[src/rtl/fetch_queue_pkg.sv]
// Shared fetch-path types and constants for the RV32I front end.
package fetch_queue_pkg;

    localparam int XLEN        = 32;
    localparam int INSTR_BYTES = 4;

    // One prefetched instruction together with the byte address it came from.
    typedef struct packed {
        logic [XLEN-1:0] pc;
        logic [XLEN-1:0] instr;
    } fetch_entry_t;

endpackage

[src/rtl/fetch_queue_if.sv]
// Valid/ready handshake carrying fetched instructions from the fetch queue to decode.
interface fetch_queue_if #(
    parameter int XLEN = fetch_queue_pkg::XLEN
);
    logic            valid;
    logic            ready;
    logic [XLEN-1:0] pc;
    logic [XLEN-1:0] instr;

    modport master (output valid, output pc, output instr, input ready);
    modport slave  (input valid, input pc, input instr, output ready);
endinterface

[src/rtl/fetch_queue_fifo.sv]
// Circular prefetch buffer: wrap-bit pointers, synchronous flush, occupancy count.
module fetch_queue_fifo #(
    parameter int  DEPTH = 4,
    parameter int  W     = 64,
    localparam int AW    = $clog2(DEPTH),
    localparam int CW    = AW + 1
) (
    input  logic          clk,
    input  logic          rst_n,
    input  logic          flush,
    input  logic          push,
    input  logic [W-1:0]  wdata,
    input  logic          pop,
    output logic [W-1:0]  rdata,
    output logic          empty,
    output logic [CW-1:0] count
);

    logic [W-1:0] mem [DEPTH];
    logic [AW:0]  wr_ptr;
    logic [AW:0]  rd_ptr;
    logic         full;

    // The extra pointer bit distinguishes full from empty without a separate flag.
    assign count = wr_ptr - rd_ptr;
    assign empty = (count == '0);
    assign full  = (count == CW'(DEPTH));
    assign rdata = mem[rd_ptr[AW-1:0]];

    // Pointer update: flush wins over any push/pop in the same cycle.
    always_ff @(posedge clk or negedge rst_n) begin
        if (!rst_n) begin
            wr_ptr <= '0;
            rd_ptr <= '0;
        end else if (flush) begin
            wr_ptr <= '0;
            rd_ptr <= '0;
        end else begin
            if (push) wr_ptr <= wr_ptr + 1'b1;
            if (pop)  rd_ptr <= rd_ptr + 1'b1;
        end
    end

    // Entry storage; contents are only meaningful between rd_ptr and wr_ptr.
    always_ff @(posedge clk) begin
        if (push && !flush) mem[wr_ptr[AW-1:0]] <= wdata;
    end

    a_no_overflow: assert property (@(posedge clk) disable iff (!rst_n) !(push && !flush && full));

endmodule

[src/rtl/fetch_queue.sv]
// Instruction-fetch front end: owns the fetch PC, issues word reads to a
// 1-cycle instruction memory and queues the returned words for decode.
module fetch_queue #(
    parameter int              XLEN     = fetch_queue_pkg::XLEN,
    parameter int              DEPTH    = 4,
    parameter logic [XLEN-1:0] RESET_PC = '0
) (
    input  logic                   clk,
    input  logic                   rst_n,
    input  logic                   redirect_valid,
    input  logic [XLEN-1:0]        redirect_pc,
    output logic                   imem_req_valid,
    output logic [XLEN-1:0]        imem_addr,
    input  logic [XLEN-1:0]        imem_rdata,
    fetch_queue_if.master          dec,
    output logic [$clog2(DEPTH):0] count
);
    import fetch_queue_pkg::*;

    localparam int CW = $clog2(DEPTH) + 1;

    logic [XLEN-1:0]   pc;
    logic [XLEN-1:0]   req_pc_p1;
    logic              inflight_p1;
    logic              issue;
    logic              push;
    logic              pop;
    logic              empty;
    logic [CW:0]       occupancy;
    logic [2*XLEN-1:0] head;
    logic [XLEN-1:0]   target_pc;

    // Credit counts queued entries plus the one response that may still arrive,
    // so an issued request always has a free slot waiting for it.
    assign occupancy = {1'b0, count} + {{CW{1'b0}}, inflight_p1};
    assign issue     = rst_n && !redirect_valid && (occupancy < (CW+1)'(DEPTH));
    assign push      = inflight_p1 && !redirect_valid;
    assign pop       = !empty && dec.ready && !redirect_valid;
    assign target_pc = redirect_pc & ~XLEN'(INSTR_BYTES - 1);

    assign imem_req_valid = issue;
    assign imem_addr      = pc;

    // Head is masked while empty so decode never sees uninitialised storage.
    assign dec.valid = !empty;
    assign dec.pc    = empty ? '0 : head[2*XLEN-1:XLEN];
    assign dec.instr = empty ? '0 : head[XLEN-1:0];

    // PC and in-flight tracking; a redirect cancels any response due next cycle.
    always_ff @(posedge clk or negedge rst_n) begin
        if (!rst_n) begin
            pc          <= RESET_PC;
            inflight_p1 <= 1'b0;
        end else if (redirect_valid) begin
            pc          <= target_pc;
            inflight_p1 <= 1'b0;
        end else begin
            inflight_p1 <= issue;
            if (issue) pc <= pc + XLEN'(INSTR_BYTES);
        end
    end

    // Remember the address of the outstanding request to pair with its data.
    always_ff @(posedge clk) begin
        if (issue) req_pc_p1 <= pc;
    end

    // --- stage p1: memory response enters the prefetch queue ---
    fetch_queue_fifo #(
        .DEPTH (DEPTH),
        .W     (2*XLEN)
    ) u_fifo (
        .clk   (clk),
        .rst_n (rst_n),
        .flush (redirect_valid),
        .push  (push),
        .wdata ({req_pc_p1, imem_rdata}),
        .pop   (pop),
        .rdata (head),
        .empty (empty),
        .count (count)
    );

endmodule

[src/flat_wrapper.sv]
// flat-port wrapper written by rule: the top's interface ports become plain ports
module fetch_queue_flat import fetch_queue_pkg::*;
#(
    parameter int              XLEN     = fetch_queue_pkg::XLEN,
    parameter int              DEPTH    = 4,
    parameter logic [XLEN-1:0] RESET_PC = '0
)
  (clk, rst_n, redirect_valid, redirect_pc, imem_req_valid, imem_addr, imem_rdata, count, dec_valid, dec_pc, dec_instr, dec_ready);
  fetch_queue_if #(.XLEN(XLEN)) dec_i ();
  input  logic clk;
  input  logic rst_n;
  input  logic redirect_valid;
  input  logic [XLEN-1:0] redirect_pc;
  output logic imem_req_valid;
  output logic [XLEN-1:0] imem_addr;
  input  logic [XLEN-1:0] imem_rdata;
  output logic [$clog2(DEPTH):0] count;
  output wire logic [$bits(dec_i.valid)-1:0] dec_valid;
  output wire logic [$bits(dec_i.pc)-1:0] dec_pc;
  output wire logic [$bits(dec_i.instr)-1:0] dec_instr;
  input wire logic [$bits(dec_i.ready)-1:0] dec_ready;
  assign dec_valid = dec_i.valid;
  assign dec_pc = dec_i.pc;
  assign dec_instr = dec_i.instr;
  assign dec_i.ready = dec_ready;
  fetch_queue #(.XLEN(XLEN), .DEPTH(DEPTH), .RESET_PC(RESET_PC)) u_core (.clk(clk), .rst_n(rst_n), .redirect_valid(redirect_valid), .redirect_pc(redirect_pc), .imem_req_valid(imem_req_valid), .imem_addr(imem_addr), .imem_rdata(imem_rdata), .dec(dec_i), .count(count));
endmodule
[config.mk]
export PLATFORM = sky130hd
export DESIGN_NAME = fetch_queue_flat
export DESIGN_NICKNAME = d
export VERILOG_FILES = /design/src/rtl/fetch_queue_pkg.sv /design/src/rtl/fetch_queue_if.sv /design/src/rtl/fetch_queue_fifo.sv /design/src/rtl/fetch_queue.sv /design/src/flat_wrapper.sv
export SDC_FILE = /design/constraint.sdc
export NUM_CORES = 1
export LEC_CHECK = 0
export BUFFER_PORTS_ARGS = -buffer_cell sky130_fd_sc_hd__buf_2
export CAP_MARGIN = 10
export CORE_ASPECT_RATIO = 0.8
export CORE_MARGIN = 10
export CORE_UTILIZATION = 50
export DETAILED_ROUTE_END_ITERATION = 7
export PLACE_DENSITY = 0.81
export SLEW_MARGIN = 20
export SYNTH_ARGS = -nofsm -noshare
export SYNTH_HDL_FRONTEND = slang
export SYNTH_SLANG_ARGS = --single-unit
[constraint.sdc]
create_clock -name clk -period 4.7 [get_ports clk]
set_input_delay 0.705 -clock clk [delete_from_list [all_inputs] [get_ports clk]]
set_output_delay 0.705 -clock clk [all_outputs]
set_load 0.01 [all_outputs]
; ---- Yosys cells after proc, flatten, opt, wreduce, memory -nomap -nowiden
; Memories as Yosys holds them, arrays and structs flattened.
; Index checks and enable logic that the tools add are counted.
; W data, S select, Z words.
[totals]
ff_bits = 71
mem_bits_rw = 256
word_cells = 35
mem_count = 1
[op_classes]
add_sub_neg = 5
order_cmp = 1
n_mux = 11
n_reduce_logical = 12
[mem_list]
columns = memory, words, width, rd, rd_clocked_by_memory_dff, wr, line_no
row1 = u_core.u_fifo.mem, 4, 64, 1, 0, 1, fetch_queue_fifo.sv:19  ; logic [W-1:0] mem [DEPTH];
[op_table]
columns = cell, n
row1 = $mux W32, 4
row2 = $add A32 B3 Y32 const B, 1
row3 = $mux W3, 4
row4 = $add A3 B1 Y3 const B, 2
row5 = $logic_and A1 B1 Y1, 6
row6 = $reduce_bool A2 Y1, 3
row7 = $add A3 B1 Y4, 1
row8 = $lt A4 B3 Y1 const B, 1
row9 = $logic_not A3 Y1, 1
row10 = $mux W1, 3
row11 = $sub A3 B3 Y3, 1
row12 = $logic_not A1 Y1, 2

; ---- Logic depth before layout (Yosys ltp)
[logic_depth]
depth_word = 7
ltp_mapped = 10

; ---- By module
; From an unflattened synthesis, not the netlist that was laid out.
[hier_totals]
cells_unflattened = 690
hier_area_um2 = 12918.6
[modules_own_cells]
columns = mod, instances, cells_each, area_per_inst_um2, seq_area_each_um2
row1 = fetch_queue_fifo, 1, 372, 9699.3, 7837.5
row2 = fetch_queue, 1, 318, 3219.3, 1676.6

; ---- Worst setup path before layout
; No wires, ideal clock.
[synth_path]
path_type = register to output
start = register u_core.u_fifo.wr_ptr[0]
end = output imem_req_valid
t_arrival_ps = 2983
required_ps = 3995
setup_slack_ps = 1012
stages_incl_launch_ff = 7
n_path_buf = 0
path_cell_list = dfrtp_1 inv_1 ha_1 fa_1 xnor3_2 nand3_1 nor2_1
[synth_between]
elab_chain_len = 4
[synth_rtl]
columns = element, line_no
row1 = from (decl), fetch_queue_fifo.sv:20  ; logic [AW:0] wr_ptr;
row2 = from (signal assigned), fetch_queue_fifo.sv:39  ; if (push) wr_ptr <= wr_ptr + 1'b1;
row3 = $sub A3 B3 Y3, fetch_queue_fifo.sv:25  ; assign count = wr_ptr - rd_ptr;
row4 = $add A3 B1 Y4, fetch_queue.sv:35  ; assign occupancy = {1'b0, count} + {{CW{1'b0}}, inflight_p1};
row5 = $lt A4 B3 Y1, fetch_queue.sv:36  ; assign issue = rst_n && !redirect_valid && (occupancy < (CW+1)'(DEPTH));
row6 = $logic_and A1 B1 Y1, fetch_queue.sv:36
row7 = to (decl), flat_wrapper.sv:14  ; output logic imem_req_valid;
; Every way passes these cells.

; ---- Worst setup path in the final report
[layout_path]
start = register u_core.u_fifo.rd_ptr[0]
end = output imem_req_valid
[layout_between]
elab_chain_len = 4
[layout_rtl]
columns = element, line_no
row1 = from (decl), fetch_queue_fifo.sv:21  ; logic [AW:0] rd_ptr;
row2 = from (signal assigned), fetch_queue_fifo.sv:40  ; if (pop) rd_ptr <= rd_ptr + 1'b1;
row3 = $sub A3 B3 Y3, fetch_queue_fifo.sv:25
row4 = $add A3 B1 Y4, fetch_queue.sv:35
row5 = $lt A4 B3 Y1, fetch_queue.sv:36
row6 = $logic_and A1 B1 Y1, fetch_queue.sv:36
; Every way passes these cells.

==> results.md <==
Outcome:
- The flow ran to the end, and the final reports show no timing, DRC or antenna violations.

CTS:
- At the later pin of the worst-skew pair, clock insertion delay measures 560 ps.
- In this run the number of H-tree levels came out at 1.
- The number of resized instances in the post-cts repair step is 0.
- The tree is rooted in a sky130_fd_sc_hd__clkbuf_16.
- The number of clock sinks seen by CTS is 315.
- TritonCTS built the clock tree.
- After clock tree synthesis, the clock-pin slew on the worst setup and hold paths is 60 ps.
- In this run the deepest clock path goes through 3 buffers.
- Once the clock tree was built, the setup fixing pass inserted 0 buffers.
- TritonCTS created 31 clock buffers.
- The quantity of hold-fixing buffers added after cts is 0.

Global routing:
- For this run, the total global-route usage over all layers was measured as 0.162.
- The initial antenna violation count came to 4.
- After global routing the overflow that remains totals 0.
- The number of global-route vias before repair is ~7000.
- The maximum number of pins on one net before global-route repair is 65.
- The first global-routing pass estimated a little over 40000 µm of wire.

Route:
- The pre-antenna-repair detailed-routing pass consisted of 5 iterations.
- The detail route stage leaves a number of antenna-violating nets equal to 0.
- In the routed design, unresolved DRC markers number 0.
- After detailed routing, the average wire length per cell comes to around 22 µm.
- The detailed router finished its first iteration with 477 violations.
- For this block, the via count after detailed routing is between 6000 and 7000.
- The detailed-route wire length is between 20000 and 30000 µm.
- The via count normalized by instance count is 5.65.

Floorplanning:
- The initial utilization of the core area, before any placement, comes to 0.511.
- In this run the standard cell core region covers about 25000 µm².
- In this run the horizontal extent of the chip is about 200 µm.
- The number of standard-cell rows in the floorplan is between 50 and 60.
- The die outline height is about 160 µm.
- The I/O pin count is 169.
- The floorplan step defined a die boundary enclosing around 32000 µm².

Pwr:
- The sequential power share is 0.435.
- The cell-internal power is 0.00554 W.
- Of the total power, the share spent switching nets is 0.287.
- The share of total power dissipated in the clock network is 0.325.
- The highest ir drop seen on vdd is 352 µV.
- The switching power summed over all nets is 0.00223 W.
- The share of total power dissipated in combinational logic is 0.240.
- Total power for the finished layout comes to 0.00777 W.
- The power density of the placed cells is 529 nW/µm².
- For this design the static power due to leakage is 5.10 nW.

STA:
- The aggregate negative setup slack is 0 ps.
- The max-slew violation count is 0.
- In the post-route analysis, the smallest setup slack over all paths is 362 ps.
- Setup violations remaining at the end of the flow were counted as 0.
- For the finished layout, the period the worst path requires is around 4300 ps.
- The highest achievable clock rate is around 230 MHz.
- The final hold violation count is 0.
- The clock arrives with about 30 ps of skew.
- Setup repair after global routing left no endpoint under its margin.
- Measured against its own limit, the worst slew margin works out to 0.331.
- The transition at the pin with the smallest max-transition slack is approximately 1000 ps.
- Dividing the final minimum period by the clock period gives 0.923.

Synth:
- The post-synthesis area per instance is around 18 µm².
- Sorting the synthesized cells by how often they occur yields sky130_fd_sc_hd__edfxtp_1 (278), sky130_fd_sc_hd__nor2b_1 (64), sky130_fd_sc_hd__mux4_2 (62), sky130_fd_sc_hd__dfrtp_1 (37), sky130_fd_sc_hd__nor2_1 (32).
- The count of flip-flops with a built-in enable after synthesis is between 200 and 300.
- The cell area after synthesis is 12500 µm².
- The flip-flop cell with the highest count after synthesis is sky130_fd_sc_hd__edfxtp_1.
- The register bit total from synthesis is approximately 320.
- The proportion of netlist area held by the largest area contributor is 0.667.
- For this run, the register share of the synthesized area comes to 0.741.
- The post-synthesis async set-or-reset flop share is 0.117.
- In the synthesized netlist, the number of instances is 681.
- The biggest area consumer among synthesized cells is sky130_fd_sc_hd__edfxtp_1.
- The most common cell in the synthesized netlist is sky130_fd_sc_hd__edfxtp_1.
- The number of synthesis warnings is 0.
- The netlist uses 42 different library cells.
- By area the synthesized netlist is led by sky130_fd_sc_hd__edfxtp_1 (67%), sky130_fd_sc_hd__mux4_2 (11%), sky130_fd_sc_hd__dfrtp_1 (7.4%), sky130_fd_sc_hd__nor2b_1 (3.2%), sky130_fd_sc_hd__a31oi_1 (1.1%).

Placement:
- The wire-length estimate of the detail-placed layout is 15800 µm.
- Prior to clock tree synthesis, the placed netlist has a worst setup slack of 918 ps.
- The count of buffers from port buffering is roughly 160.
- Routability-driven placement finished with a final weighted congestion of 0.809.

Setup path:
- At the worst endpoint, the arrival time is 3630 ps.
- The maximum fanout encountered on the critical timing path is 31.
- The worst setup path is of the reg2out kind.
- STA classifies the critical path endpoint as a primary output.
- The worst setup path is launched from a flip-flop.
- The worst register-to-register path begins at u_core.u_fifo.rd_ptr[0].
- For the worst setup path, the data required time is ~4000 ps.
- The critical path starts at u_core.u_fifo.rd_ptr[0].

Layout:
- The share of the core filled with cells is 0.600.
- The net total in the final layout is around 900.
- The sequential cells in the finished layout cover a total of between 9000 and 10000 µm².
- Of the cells placed in the final design, the portion with a size suffix greater than 1 is 0.338.
- The area of combinational cells with multiple inputs is between 3000 and 4000 µm².
- The number of fillers in the final layout is around 1800.
- The area growth from synthesis to layout is 17.5%.

Worst hold path:
- In this run the worst hold path is classified as in2async.

Flow run:
- The tool flagged a number of max-cap violations equal to 0.
==> worst max-delay path, stage by stage, from the launching register on <==
cell	delay [ps]
sky130_fd_sc_hd__dfrtp_4	680
sky130_fd_sc_hd__ha_1	280
sky130_fd_sc_hd__fa_1	540
sky130_fd_sc_hd__or3b_2	200
sky130_fd_sc_hd__nand3_1	250
sky130_fd_sc_hd__nor2_4	830
sky130_fd_sc_hd__buf_2	280
==> stage by stage <==
stage / instances / hold slack (ps) / cell area, µm²
global route: 1189 / 260 / 14700
floorplan: 684 / 409 / 12500
finish: 1191 / 240 / 14700
detailed placement: 1132 / 481 / 13600
CTS: 1189 / 232 / 14700
global placement: 1132 / 474 / 13600
==> placed cells by master, fill, tap and decap left out, types with 3 or more instances in the layout <==
| cell type | count |
|---|---|
| sky130_fd_sc_hd__and3_1 | 4 |
| sky130_fd_sc_hd__nor2_1 | 30 |
| sky130_fd_sc_hd__nand3_1 | 8 |
| sky130_fd_sc_hd__clkinv_2 | 6 |
| sky130_fd_sc_hd__or3_1 | 9 |
| sky130_fd_sc_hd__and2_4 | 4 |
| sky130_fd_sc_hd__buf_4 | 6 |
| sky130_fd_sc_hd__and4_1 | 4 |
| sky130_fd_sc_hd__ha_1 | 7 |
| sky130_fd_sc_hd__o21ai_0 | 16 |
| sky130_fd_sc_hd__clkinv_1 | 4 |
| sky130_fd_sc_hd__xnor2_1 | 3 |
| sky130_fd_sc_hd__nor2b_1 | 64 |
| sky130_fd_sc_hd__mux4_2 | 62 |
| sky130_fd_sc_hd__edfxtp_1 | 278 |
| sky130_fd_sc_hd__a31oi_1 | 21 |
| sky130_fd_sc_hd__clkbuf_16 | 31 |
| sky130_fd_sc_hd__inv_1 | 10 |
| sky130_fd_sc_hd__nand2_1 | 17 |
| sky130_fd_sc_hd__o31ai_1 | 12 |
| sky130_fd_sc_hd__clkbuf_1 | 5 |
| sky130_fd_sc_hd__xor2_1 | 7 |
| sky130_fd_sc_hd__mux2i_1 | 3 |
| sky130_fd_sc_hd__or4_1 | 13 |
| sky130_fd_sc_hd__buf_2 | 162 |
| sky130_fd_sc_hd__nand4_1 | 12 |
| sky130_fd_sc_hd__bufinv_16 | 5 |
| sky130_fd_sc_hd__conb_1 | 4 |
| sky130_fd_sc_hd__dfrtp_1 | 35 |
==> final cells by class <==
cell class,instances,area share
multi-input combinational,319,0.208
timing repair buffer,168,0.0582
sequential,315,0.632
tap,318,0.0271
antenna,2,0.000341
clock inverter,19,0.0158
inverter,12,0.00307
clock buffer,38,0.0559
==> logic make-up after synthesis <==
logic type,count (synthesis),synth area share
flops,315,0.741
other cells,1,0.000300
compound gates,55,0.0286
xor+xnor,11,0.00890
simple gates,175,0.0800
buf+inv,50,0.0174
fa+ha+maj,8,0.00860
mux,66,0.115
==> power by group through the flow <==
stage | Combinational (W) | Sequential, W | Clock (W)
global placement | 0.00189 | 0.00343 | 0
floorplan | 0.00115 | 0.00337 | 0
detailed placement | 0.00192 | 0.00344 | 0
finish | 0.00187 | 0.00338 | 0.00253
CTS | 0.00193 | 0.00338 | 0.00258
global route | 0.00206 | 0.00340 | 0.00269
==> path summary, 6_finish.rpt <==
check / to / slack (ps) / cells after the start
hold reg to reg: u_core.u_fifo.mem[3][63] / 500 / 0
setup / recovery: imem_req_valid / 360 / 6
min in group clk: u_core.imem_addr[6] / 350 / 3
hold / removal: u_core.imem_addr[5] / 240 / 2
max in group asynchronous: u_core.u_fifo.rd_ptr[0] / 4040 / 2
setup reg to reg: u_core.imem_addr[28] / 1440 / 7
==> per-layer routing <==
metal | up-vias | GRT usage | part of all wire
li1 | 3039 | - | -
met1 | 3397 | 0.222 | 0.43
met2 | 243 | 0.256 | 0.47
met3 | 42 | 0.0451 | 0.080
met4 | 4 | 0.0321 | 0.015
met5 | - | 0 | 0.0012
==> state kept, by name (all words and copies together), names as in the netlist <==
name	flops
u_core.imem_addr	30
u_core.inflight_p1	1
u_core.req_pc_p1	30
u_core.u_fifo.mem	248
u_core.u_fifo.rd_ptr	3
u_core.u_fifo.wr_ptr	3
(Power assumes the default switching activity.)
